**src/rtl/s2mm_pkg.sv**
```systemverilog
// Shared types for the s2mm packet mux: FSM states and the output-buffer entry.
package s2mm_pkg;

    localparam int OUT_BUF_DEPTH = 2;

    typedef enum logic [1:0] {
        IDLE,
        STREAM,
        DRAIN
    } s2mm_state_e;

    // Default-width entry; the top overrides the buffer type with its own widths.
    typedef struct packed {
        logic [31:0] data;
        logic [3:0]  dest;
        logic        last;
    } s2mm_entry_t;

endpackage

```
**src/rtl/s2mm_out_buf.sv**
```systemverilog
// Two-entry registered output FIFO. The head register drives the AXIS outputs directly,
// so the stream holds stable while tready is low.
module s2mm_out_buf
    import s2mm_pkg::*;
#(
    parameter type entry_t = s2mm_entry_t
) (
    input  logic       clk,
    input  logic       rst,
    input  logic       wr_i,
    input  entry_t     wr_data_i,
    output logic       rd_valid_o,
    input  logic       rd_ready_i,
    output entry_t     rd_data_o,
    output logic [1:0] occ_o
);

    entry_t     head_q, tail_q;
    logic [1:0] occ_q;
    logic       pop;

    assign pop        = (occ_q != 2'd0) && rd_ready_i;
    assign rd_valid_o = (occ_q != 2'd0);
    assign rd_data_o  = head_q;
    assign occ_o      = occ_q;

    always_ff @(posedge clk) begin
        if (rst) begin
            head_q <= '0;
            tail_q <= '0;
            occ_q  <= 2'd0;
        end else begin
            case (occ_q)
                2'd0: begin
                    if (wr_i) begin
                        head_q <= wr_data_i;
                        occ_q  <= 2'd1;
                    end
                end
                2'd1: begin
                    if (wr_i && pop) begin
                        head_q <= wr_data_i;
                    end else if (pop) begin
                        occ_q <= 2'd0;
                    end else if (wr_i) begin
                        tail_q <= wr_data_i;
                        occ_q  <= 2'd2;
                    end
                end
                default: begin
                    // Full: a write can only arrive together with a pop.
                    if (pop) begin
                        head_q <= tail_q;
                        if (wr_i) tail_q <= wr_data_i;
                        else      occ_q  <= 2'd1;
                    end
                end
            endcase
        end
    end

endmodule

```
**src/rtl/s2mm_packet_mux.sv**
```systemverilog
// Packet-granular round-robin merge of standard (non-FWFT) sink FIFOs onto one AXIS stream.
// Optional per-channel packet counters on pkt_count when S2MM_PKT_CNT_EN is defined.
module s2mm_packet_mux
    import s2mm_pkg::*;
#(
    parameter int AXIS_DATA_WIDTH = 32,
    parameter int FIFO_DATA_WIDTH = 32,
    parameter int AXIS_DEST_WIDTH = 4,
    parameter int NUM_FIFOS       = 2,
    parameter int PKT_LEN_WIDTH   = 16
) (
    input  logic                                 clk,
    input  logic                                 rst,
    input  logic [PKT_LEN_WIDTH-1:0]             pkt_len,
    output logic [NUM_FIFOS-1:0]                 fifo_rden,
    input  logic [NUM_FIFOS-1:0]                 fifo_empty,
    input  logic [NUM_FIFOS*FIFO_DATA_WIDTH-1:0] fifo_data,
    output logic [AXIS_DATA_WIDTH-1:0]           DST_AXIS_tdata,
    output logic [AXIS_DEST_WIDTH-1:0]           DST_AXIS_tdest,
    output logic                                 DST_AXIS_tlast,
    output logic                                 DST_AXIS_tvalid,
    input  logic                                 DST_AXIS_tready
`ifdef S2MM_PKT_CNT_EN
    ,
    output logic [NUM_FIFOS*32-1:0]              pkt_count
`endif
);

    localparam int GW = (NUM_FIFOS > 1) ? $clog2(NUM_FIFOS) : 1;
    localparam logic [PKT_LEN_WIDTH-1:0] LEN_ONE = {{(PKT_LEN_WIDTH-1){1'b0}}, 1'b1};

    typedef struct packed {
        logic [AXIS_DATA_WIDTH-1:0] data;
        logic [AXIS_DEST_WIDTH-1:0] dest;
        logic                       last;
    } entry_t;

    s2mm_state_e              state_q;
    logic [GW-1:0]            grant_q, rr_ptr_q, arb_sel, arb_idx;
    logic                     arb_hit;
    logic [PKT_LEN_WIDTH-1:0] len_q, issued_q;
    logic                     infl_q, infl_last_q;
    logic                     rd_issue, buf_pop;
    logic [1:0]               occ;
    entry_t                   wr_entry, head;

    always_comb begin
        arb_hit = 1'b0;
        arb_sel = rr_ptr_q;
        arb_idx = rr_ptr_q;
        for (int k = 1; k <= NUM_FIFOS; k++) begin
            arb_idx = GW'((int'(rr_ptr_q) + k) % NUM_FIFOS);
            if (!arb_hit && !fifo_empty[arb_idx]) begin
                arb_hit = 1'b1;
                arb_sel = arb_idx;
            end
        end
    end

    assign buf_pop = DST_AXIS_tvalid && DST_AXIS_tready;

    // The slot freed by this cycle's pop counts as free, which keeps a 1 word/cycle stream.
    assign rd_issue = (state_q == STREAM) && !fifo_empty[grant_q] && (issued_q < len_q)
                    && (({1'b0, occ} + {2'b00, infl_q} - {2'b00, buf_pop}) < 3'd2);

    always_comb begin
        fifo_rden          = '0;
        fifo_rden[grant_q] = rd_issue;
    end

    always_ff @(posedge clk) begin
        if (rst) begin
            state_q     <= IDLE;
            grant_q     <= '0;
            rr_ptr_q    <= GW'(NUM_FIFOS - 1);
            len_q       <= '0;
            issued_q    <= '0;
            infl_q      <= 1'b0;
            infl_last_q <= 1'b0;
        end else begin
            infl_q <= rd_issue;
            if (rd_issue) infl_last_q <= (issued_q == len_q - LEN_ONE);
            case (state_q)
                IDLE: begin
                    if (arb_hit) begin
                        grant_q  <= arb_sel;
                        len_q    <= (pkt_len == '0) ? LEN_ONE : pkt_len;
                        issued_q <= '0;
                        state_q  <= STREAM;
                    end
                end
                STREAM: begin
                    if (rd_issue) begin
                        issued_q <= issued_q + LEN_ONE;
                        if (issued_q + LEN_ONE == len_q) state_q <= DRAIN;
                    end
                end
                DRAIN: begin
                    if (buf_pop && DST_AXIS_tlast) begin
                        rr_ptr_q <= grant_q;
                        state_q  <= IDLE;
                    end
                end
                default: state_q <= IDLE;
            endcase
        end
    end

    // Grant is frozen until the packet drains, so it still selects the in-flight word.
    always_comb begin
        wr_entry.data = AXIS_DATA_WIDTH'(fifo_data[grant_q*FIFO_DATA_WIDTH +: FIFO_DATA_WIDTH]);
        wr_entry.dest = AXIS_DEST_WIDTH'(grant_q);
        wr_entry.last = infl_last_q;
    end

    s2mm_out_buf #(
        .entry_t (entry_t)
    ) u_out_buf (
        .clk        (clk),
        .rst        (rst),
        .wr_i       (infl_q),
        .wr_data_i  (wr_entry),
        .rd_valid_o (DST_AXIS_tvalid),
        .rd_ready_i (DST_AXIS_tready),
        .rd_data_o  (head),
        .occ_o      (occ)
    );

    assign DST_AXIS_tdata = head.data;
    assign DST_AXIS_tdest = head.dest;
    assign DST_AXIS_tlast = head.last;

`ifdef S2MM_PKT_CNT_EN
    logic [NUM_FIFOS-1:0][31:0] cnt_q;

    always_ff @(posedge clk) begin
        if (rst) begin
            cnt_q <= '0;
        end else begin
            for (int i = 0; i < NUM_FIFOS; i++) begin
                if (buf_pop && DST_AXIS_tlast && (head.dest == AXIS_DEST_WIDTH'(i)))
                    cnt_q[i] <= cnt_q[i] + 32'd1;
            end
        end
    end

    assign pkt_count = cnt_q;
`endif

endmodule

```
**config.mk**
```make
export PLATFORM = sky130hd
export DESIGN_NAME = s2mm_packet_mux
export DESIGN_NICKNAME = d
export VERILOG_FILES = /design/src/rtl/s2mm_pkg.sv /design/src/rtl/s2mm_out_buf.sv /design/src/rtl/s2mm_packet_mux.sv
export SDC_FILE = /design/constraint.sdc
export NUM_CORES = 1
export LEC_CHECK = 0
export ABC_AREA = 1
export CELL_PAD_IN_SITES_DETAIL_PLACEMENT = 1
export CELL_PAD_IN_SITES_GLOBAL_PLACEMENT = 1
export CORE_MARGIN = 3
export CORE_UTILIZATION = 37
export DETAILED_ROUTE_END_ITERATION = 6
export PLACE_DENSITY_LB_ADDON = 0.1
export SLEW_MARGIN = 20
export SYNTH_ARGS = -nofsm -noshare
export SYNTH_HDL_FRONTEND = slang
export SYNTH_SLANG_ARGS = --single-unit
```
**constraint.sdc**
```tcl
create_clock -name clk -period 3.65 [get_ports clk]
set_clock_uncertainty 0.2 [all_clocks]
set_input_delay 0.5475 -clock clk [delete_from_list [all_inputs] [get_ports clk]]
set_output_delay 0.5475 -clock clk [all_outputs]
set_load 0.01 [all_outputs]
```
==> results_dict.tcl, run 1 <==
set metrics [dict create \
    tightestPinTransition_ns 0.7134 \
    drt_wl_total_mm 20.16 \
    yosysWarnings 0 \
    port_buffers 121 \
    leakage_nw 3.486 \
    die_w_um 136.3 \
    grt_max_degree 80 \
    netlist_top_cells_count "261 x nand2_1, 134 x nor2_1, 108 x dfxtp_1" \
    worst_path_most_repeated_cell "nor2_2" \
    cts_max_level 3 \
    vias 6494 \
    diodes 0 \
    grt.total_usage_pct 22.03 \
    synth.most_common_cell "nand2_1" \
    grt_setup_unrepaired "false" \
    clockPowerShare_pct 31.7 \
    cts_sinks 108 \
    synth_area_per_cell_um2 6.594 \
    synth.distinct_cells 45 \
    yosys.area.top_type "dfxtp_1" \
    syn_area_mm2 0.006277 \
    status "complete, no violations" \
    drv_cap 0 \
    power_mw 3.119 \
    gp_congestion 0.8708 \
    fin_util_pct 49.38 \
    die_area_mm2 0.01856 \
    synth-edff-count 0 \
    drtAntennaViolNets 0 \
    hold_violations 0 \
    max_freq_mhz 285.0 \
    crit_required_ns 2.90 \
    fin_crit_sh_pct 96.12 \
    post-dp-hpwl_mm 14.61 \
    period_needed_ns 3.508 \
    path_max_fanout 3 \
    start_util_pct 38.68 \
    cts_tree "yes" \
    clk_pin_slew_worst_paths_ns 0.07 \
    core_area_mm2 0.01623 \
    drtPass1Iterations 4 \
    viasPerCell 5.077 \
    critical_path.slowest_cell "fa_2" \
    power_density_mw_per_mm2 389.1 \
    seq_power_share_pct 42.4 \
    cp-end-kind "output pin" \
    drcViolationCount 0 \
    seq_area_frac_synth_pct 34.44 \
    ys_ff_latch 108 \
    finalNetCount 1163 \
    dieHeight_um 136.3 \
    syn2layout_area_growth_pct 27.69 \
    antenna_found_initial 0 \
    io_pins 125 \
    pwr-share-comb_pct 25.9 \
    sw_frac_of_total_pct 32.67 \
    cp_data_arrival_time_ns 2.76 \
    synth_top_area_share_pct 34.44 \
    grt_pass1_vias 6591 \
    critical_path.max_stage_delay_ns 0.53 \
    rows 46 \
    cellInternalPower_mw 2.100 \
    finalSetupViolCount 0 \
    critPathKind "input pin to output pin" \
    routedWlPerCell_um 15.76 \
    hold_class "flip-flop to flip-flop" \
    grt_pass1_wl_mm 32.64 \
    relSlewSlack_pct 52.00 \
    drive_above_1_share_pct 7.996 \
    cp-start-kind "input pin" \
    drt_iter0_drc 319 \
    clk_path_buf_depth 2 \
    numCtsBuffers 9 \
    overflow 0 \
    cp_cell_sequence "clkdlybuf4s50_1 > inv_1 > nor2_2 > ha_1 > or2_4 > fa_2 > nand3_2 > inv_2 > nand4_4 > nor2_2 > buf_2" \
    peakVddDrop_mv 0.2243 \
    cts-root-buf "clkbuf_16" \
    worstSkewPairLatency_ns 0.36 \
    netlist_instances 952 \
    synth_area_leaders "dfxtp_1 34%, nand2_1 16%, nor2_1 8.0%" \
    async_reset_ff_share_pct 0 \
    p_sw_mw 1.019 \
    slew_violations 0 \
    synth_ff_type "dfxtp_1" \
]
## power groups by stage
stage | registers [mW] | clock network [mW] | logic, mW
finish | 1.32 | 0.989 | 0.809
global route | 1.33 | 1.06 | 0.914
CTS | 1.32 | 1.02 | 0.815
detailed placement | 1.35 | 0 | 0.810
global placement | 1.35 | 0 | 0.794
floorplan | 1.34 | 0 | 0.479
## per-layer routing
metal  wire, µm  GRT usage, %  vias to the layer above
li1           -             -                     3307
met1       9005         26.51                     3062
met2       9902         38.94                      101
met3        843         4.922                       24
met4        407         6.943                        0
met5          0             0                        -
## layout by cell type, fill, tap and decap left out, types with 3 or more instances in the layout
master,netlist,routed
a211oi_1,15,15
a21oi_1,92,92
a31oi_1,3,3
buf_4,6,20
clkbuf_16,0,9
clkdlybuf4s50_1,0,119
conb_1,1,3
dfxtp_1,108,108
ha_1,19,19
inv_1,50,48
inv_2,10,12
nand2_1,261,261
nand2_2,3,3
nand3_1,35,34
nand4_1,8,8
nor2_1,134,131
nor2_2,6,9
nor2_4,5,5
nor3_1,3,3
nor4_1,6,6
o21ai_0,86,86
o21ai_1,9,9
xnor2_1,7,7
xor2_1,16,16
## registers in the layout (all words and copies together), names as in the netlist, 2 cells and up
| register | cells |
|---|---|
| issued_q | 16 |
| len_q | 16 |
| state_q | 2 |
| u_out_buf.occ_o | 2 |
| u_out_buf.rd_data_o | 34 |
| u_out_buf.tail_q | 34 |
## final cells by class
class / count / area, µm²
clock buffers: 10 / 239.0
clock inverters: 6 / 53.80
fillers: 2149 / 8215
inverters: 61 / 229.0
multi-input cells: 735 / 3670
flip-flops and latches: 108 / 2162
well taps: 216 / 270.3
repair buffers: 143 / 1391
## critical path, delay by kind of cell
family        cells  cell delay (ns)
fa+ha+maj         2             0.78
buf+inv           4             0.75
simple gates      5             0.69
## kinds of logic after synthesis
| kind of cell | after synthesis | synth area share [%] |
|---|---|---|
| AO/OA/AOI/OAI | 214 | 18.32 |
| XOR/XNOR | 24 | 3.468 |
| adder cells (fa/ha/maj) | 20 | 4.106 |
| buffers and inverters | 111 | 7.494 |
| flip-flops | 108 | 34.44 |
| other | 1 | 0.05974 |
| AND/OR/NAND/NOR | 474 | 32.11 |
## repair_timing
item	CTS	global route
hold buffers	0	0
setup buffers	0	2
pin swaps	3	5
gates resized for setup	11	4
setup endpoints to repair	2	2
## metrics by stage
step | setup TNS, ns | cell area (µm²) | hold WS, ns | setup slack [ns] | instances
5_1_grt | 0 | 8015 | 0.2837 | 0.02528 | 1279
3_5_place_dp | -0.9593 | 7700 | 0.2654 | -0.3923 | 1261
3_3_place_gp | -0.6918 | 7700 | 0.2482 | -0.3464 | 1261
6_report | 0 | 8015 | 0.2705 | 0.1417 | 1279
2_1_floorplan | 0 | 6285 | 0.2314 | 0.5156 | 954
4_1_cts | 0 | 7988 | 0.2761 | 0.03782 | 1277
## final timing paths
kind | startpoint | end | slack [ns] | cells after the start
min | u_out_buf.occ_o[0] | u_out_buf.occ_o[0] | 0.27 | 1
max reg2reg | u_out_buf.occ_o[0] | issued_q[7] | 0.53 | 16
min reg2reg | u_out_buf.occ_o[0] | u_out_buf.occ_o[0] | 0.27 | 1
max | DST_AXIS_tready | fifo_rden[0] | 0.14 | 11
Note: power is estimated with default switching activity, not from simulation.
==> run 2, diff against run 1 <==
SETUP_SLACK_MARGIN = 0.05   (was unset)
==> run 2 against run 1 <==
Against the previous run: via count about the same; register-to-register slack about the same; sequential share of layout area barely moved; critical path depth stayed put; sequential power about the same; flip-flop and latch count did not move; critical path type unchanged; largest power group unchanged.
==> results_dict.tcl, run 2 (same netlist as run 1, synthesis figures left out) <==
set metrics [dict create \
    routedWlPerCell_um 15.75 \
    rows 46 \
    io_pins 125 \
    grt_max_degree 80 \
    critical_path.max_stage_delay_ns 0.52 \
    cp_cell_sequence "clkdlybuf4s50_1 > inv_1 > nor2_2 > ha_1 > or2_4 > fa_2 > nand3_2 > inv_2 > nand4_4 > nor2_2 > buf_2" \
    placed_cell_area_mm2 0.007700 \
    die_w_um 136.3 \
    dieHeight_um 136.3 \
    tightestPinTransition_ns 0.6915 \
    crit_required_ns 2.90 \
    drt_wl_total_mm 20.15 \
    drt_iter0_drc 319 \
    worstSkewPairLatency_ns 0.36 \
    fin_crit_sh_pct 96.14 \
    power_mw 3.120 \
    grt.total_usage_pct 22.06 \
    overflow 0 \
    gp_congestion 0.8708 \
    period_needed_ns 3.509 \
    postCtsHoldBufs 0 \
    status "complete, no violations" \
    drcViolationCount 0 \
    finalSetupViolCount 0 \
    cp-end-kind "output pin" \
    slew_violations 0 \
    mostFrequentLayoutCells "261 x nand2_1, 131 x nor2_1, 119 x clkdlybuf4s50_1" \
    vias 6500 \
    fillCellCount 2149 \
    hold_violations 0 \
    cts_sinks 108 \
    critical_path_buf_inv_count 4 \
    syn2layout_area_growth_pct 27.81 \
    start_util_pct 38.68 \
    grt_setup_unrepaired "false" \
    cp-start-kind "input pin" \
    path_max_fanout 3 \
    cts-root-buf "clkbuf_16" \
    die_area_mm2 0.01856 \
    critPathKind "input pin to output pin" \
    power_density_mw_per_mm2 388.9 \
    final_common_cell "nand2_1" \
    viasPerCell 5.078 \
    clk_path_buf_depth 2 \
    leakage_nw 3.491 \
    clk_pin_slew_worst_paths_ns 0.07 \
    grt_pass1_vias 6599 \
    cp_data_arrival_time_ns 2.76 \
    ff2ff_setup_slack_ns 0.53 \
    drtAntennaViolNets 0 \
    core_area_mm2 0.01623 \
    cts_tree "yes" \
    cts_max_level 3 \
    peakVddDrop_mv 0.2232 \
    layout.area.seq_mm2 0.002162 \
    crit_family "adder cells" \
    worst_path_most_repeated_cell "nor2_2" \
    postLayoutCellArea_mm2 0.008023 \
    critical_path.slowest_cell "fa_2" \
    max_freq_mhz 285.0 \
    relSlewSlack_pct 53.48 \
    drtPass1Iterations 4 \
    drv_cap 0 \
    post-dp-hpwl_mm 14.61 \
    diodes 0 \
    grt_pass1_wl_mm 32.69 \
    setup_tns_ns 0 \
    port_buffers 121 \
    drive_above_1_share_pct 8.083 \
    antenna_found_initial 0 \
    multi_input_area_mm2 0.003670 \
    numCtsBuffers 9 \
    finalNetCount 1164 \
    hold_class "flip-flop to flip-flop" \
]
[run 2: per-stage QoR]
stage / utilization, % / worst slack [ns] / hold slack [ns] / std cells
6_report: 49.43 / 0.1408 / 0.2702 / 1280
5_1_grt: 49.43 / 0.04100 / 0.2837 / 1280
4_1_cts: 49.24 / 0.05972 / 0.2761 / 1277
3_5_place_dp: 47.44 / -0.3923 / 0.2654 / 1261
3_3_place_gp: 47.44 / -0.3464 / 0.2482 / 1261
2_1_floorplan: - / 0.5156 / 0.2314 / 954
[run 2: path summary, 6_finish.rpt]
path,start,endpoint,depth (start not counted)
hold reg to reg,u_out_buf.occ_o[0],u_out_buf.occ_o[0],1
setup / recovery,DST_AXIS_tready,fifo_rden[0],11
setup reg to reg,u_out_buf.occ_o[0],issued_q[7],16
hold / removal,u_out_buf.occ_o[0],u_out_buf.occ_o[0],1
[run 2: routing by layer]
metal / vias up / part of all wire [%] / track usage (%)
met2: 94 / 49 / 39.02
li1: 3309 / - / -
met5: - / 0 / 0
met3: 24 / 3.8 / 4.922
met1: 3073 / 45 / 26.54
met4: 0 / 2.1 / 6.943
[run 2: power by group]
group | internal (mW) | switching (mW) | leakage [nW]
Sequential | 1.25 | 0.0701 | 0.880
Clock | 0.498 | 0.490 | 0.147
Combinational | 0.353 | 0.459 | 2.46
Total | 2.10 | 1.02 | 3.49
[run 2: worst register-to-register path: cells and delay by family (launching register included)]
family / cells / cell delay, ns
flip-flops: 1 / 0.34
AND/OR/NAND/NOR: 7 / 0.88
AO/OA/AOI/OAI: 1 / 0.15
adder cells (fa/ha/maj): 2 / 0.77
buffers and inverters: 6 / 0.69
[run 2: what timing repair did]
action                                  in CTS  in global routing
pin swaps                                    3                  6
buffers inserted                             0                  3
gates cloned                                 0                  0
gates resized for setup                     12                  3
endpoints found under the setup margin       2                  2
[run 2: final cells by class]
cell class              count  share of cell area, %
clock buffers              10                  2.979
clock inverters             6                 0.6706
inverters                  61                  2.854
multi-input cells         735                  45.74
flip-flops and latches    108                  26.95
well taps                 216                  3.369
repair buffers            144                  17.44
==> run 3, diff against run 2 <==
SYNTH_HIERARCHICAL = 1   (was unset)
==> run 3 against run 2 <==
Against the previous run: non-clock buffer count shrank 2; maximum frequency grew 2.2%; count of clock-buffer cells in the layout up 9; total power up 36%; area after synthesis rose by 11%; core utilization decreased by 0.14 points; sequential power increased by 8%; via count increased by 11%; highest routed layer unchanged.
==> results_dict.tcl, run 3 <==
set metrics [dict create \
    synth-adder-area-share_pct 3.893 \
    critical_path.max_stage_delay_ns 0.49 \
    synth_xor_area_share_pct 4.110 \
    hold_violations 0 \
    cp_cell_sequence "clkdlybuf4s50_1 > nand2_1 > inv_1 > ha_1 > nor2_1 > fa_1 > nor2_2 > nand4_2 > nor2_1 > dlygate4sd2_1" \
    drtPass1Iterations 5 \
    antenna_found_initial 0 \
    drt_iter0_drc 359 \
    hold_class "flip-flop to flip-flop" \
    cts_sinks 114 \
    placed_cell_area_mm2 0.008337 \
    crit-reg2reg-launch "u_out_buf/occ_o[0]" \
    ff2ff_setup_slack_ns 0.87 \
    finalNetCount 1344 \
    critical_path.slowest_cell "clkdlybuf4s50_1" \
    synth_top_area_share_pct 32.88 \
    synth_area_per_cell_um2 6.181 \
    netlist_instances 1123 \
    max_freq_mhz 291.1 \
    synth_ff_type "dfxtp_1" \
    crit_family "buffers and inverters" \
    critPathLaunch "DST_AXIS_tready" \
    seq_area_frac_synth_pct 32.88 \
    port_buffers 124 \
    start_util_pct 38.12 \
    fin_util_pct 49.29 \
    final_common_cell "nand2_1" \
    finalSetupViolCount 0 \
    status "complete, no violations" \
    synth.most_common_cell "nand2_1" \
    mostFrequentLayoutCells "382 x nand2_1, 231 x nor2_1, 122 x clkdlybuf4s50_1" \
    cts_tree "yes" \
    synthMuxAreaShare_pct 0 \
    drt_wl_total_mm 22.39 \
    yosys.area.top_type "dfxtp_1" \
    routedWlPerCell_um 15.13 \
    ys_ff_latch 114 \
    drtAntennaViolNets 0 \
    dp.cells 1448 \
    viasPerCell 4.874 \
    grt_setup_unrepaired "false" \
    die_w_um 143.0 \
    peakVddDrop_mv 0.4074 \
    grt_pass1_wl_mm 36.03 \
    postLayoutCellArea_mm2 0.008975 \
    critical_path_depth 10 \
    synth-edff-count 0 \
    r2r_cells 14 \
    tightestPinTransition_ns 0.8526 \
    worstSkewPairLatency_ns 0.42 \
    crit_required_ns 2.90 \
    syn_area_mm2 0.006942 \
    worst_path_most_repeated_cell "nor2_1" \
    gp_congestion 0.8402 \
    core_area_mm2 0.01821 \
    grt.total_usage_pct 22.07 \
    whs_path_depth 2 \
    period_needed_ns 3.435 \
    yosys.area_share.simple_pct 40.03 \
    cts_max_level 4 \
    worstReg2RegEnd "issued_q[12]" \
    rows 49 \
    slew_violations 0 \
    grt_pass1_vias 6985 \
    io_pins 125 \
    fin_crit_sh_pct 94.10 \
    drive_above_1_share_pct 6.475 \
    critPathCapture "fifo_rden[1]" \
    drv_cap 0 \
    drcViolationCount 0 \
    synth_area_leaders "dfxtp_1 33%, nand2_1 21%, nor2_1 13%" \
    cp-start-kind "input pin" \
    leakage_nw 4.212 \
    synth_top_family_by_area "simple AND/OR/NAND/NOR gates" \
    cts-root-buf "clkbuf_16" \
    dieHeight_um 143.0 \
    path_max_fanout 3 \
    netlist_top_cells_count "382 x nand2_1, 232 x nor2_1, 114 x dfxtp_1" \
    post_cts_buffers 0 \
    cp-end-kind "output pin" \
    fillCellCount 2426 \
    postCtsHoldBufs 0 \
    overflow 0 \
    cp_data_arrival_time_ns 2.69 \
    synth_compound_area_share_pct 9.265 \
    final_cells 1480 \
    grt_max_degree 49 \
    numCtsBuffers 17 \
    clk_path_buf_depth 2 \
    diodes 0 \
    critical_path_buf_inv_count 3 \
    die_area_mm2 0.02044 \
    power_density_mw_per_mm2 473.7 \
    critPathKind "input pin to output pin" \
    syn2layout_area_growth_pct 29.29 \
    vias 7213 \
    yosysWarnings 6 \
    relSlewSlack_pct 42.63 \
    clk_pin_slew_worst_paths_ns 0.05 \
    synth.distinct_cells 40 \
    post-dp-hpwl_mm 15.83 \
    async_reset_ff_share_pct 0 \
]
-- run 3: power breakdown --
part           switching, mW  total (mW)  internal [mW]  leakage (nW)
registers             0.0965        1.43           1.34         0.930
logic                  0.579        1.01          0.430          2.98
clock network          0.635        1.81           1.18         0.305
-- run 3: layout make-up --
cell class	instances	area [µm²]	area share, %
Multi-Input combinational cell	865	4010	44.68
Sequential cell	114	2285	25.46
Timing Repair Buffer	142	1386	15.45
Clock buffer	19	452.9	5.047
Inverter	98	370.4	4.127
Tap cell	229	286.5	3.193
Clock inverter	13	183.9	2.049
-- run 3: per-stage QoR --
stage,power (mW),hold WS (ns),worst slack (ns),TNS [ns]
2_1_floorplan,2.065,0.2554,0.8202,0
3_3_place_gp,2.433,0.2621,-0.02733,-0.05067
3_5_place_dp,2.457,0.2714,-0.09340,-0.1745
4_1_cts,4.288,0.2856,0.1705,0
5_1_grt,4.491,0.3066,0.05932,0
6_report,4.252,0.2796,0.2153,0
-- run 3: logic make-up (layout without fill, tap and decap cells) --
kind of cell	after synthesis	after routing
simple gates	693	693
buf+inv	149	272
compound gates	114	114
flops	114	114
xor+xnor	31	31
fa+ha+maj	21	21
other cells	1	6
-- run 3: per-layer routing --
metal	vias to the layer above	global-route usage, %	share of wire [%]
met5	-	0	0
met4	0	4.652	0.73
met3	13	4.689	4.0
met2	124	35.98	46
met1	3359	30.24	49
li1	3717	-	-
-- run 3: what timing repair did --
| item | CTS | global route |
|---|---|---|
| gates resized for setup | 4 | 0 |
| endpoints found under the hold margin | 0 | 0 |
| endpoints found under the setup margin | 2 | 0 |
-- run 3: worst min-delay path by stage --
stage                    startpoint                   end  slack (ns)
2_1_floorplan   u_out_buf/tail_q[0]   u_out_buf/tail_q[0]        0.26
3_3_place_gp   u_out_buf/tail_q[23]  u_out_buf/tail_q[23]        0.26
3_5_place_dp   u_out_buf/tail_q[26]  u_out_buf/tail_q[26]        0.27
4_1_cts        u_out_buf/tail_q[36]  u_out_buf/tail_q[36]        0.29
5_1_grt         u_out_buf/tail_q[3]   u_out_buf/tail_q[3]        0.31
6_report       u_out_buf/tail_q[36]  u_out_buf/tail_q[36]        0.28
-- run 3: worst min-delay path: cells and delay by family (launching register included) --
| kind | cells | cell delay, ns |
|---|---|---|
| and+or+nand+nor | 2 | 0.13 |
| DFF | 1 | 0.32 |
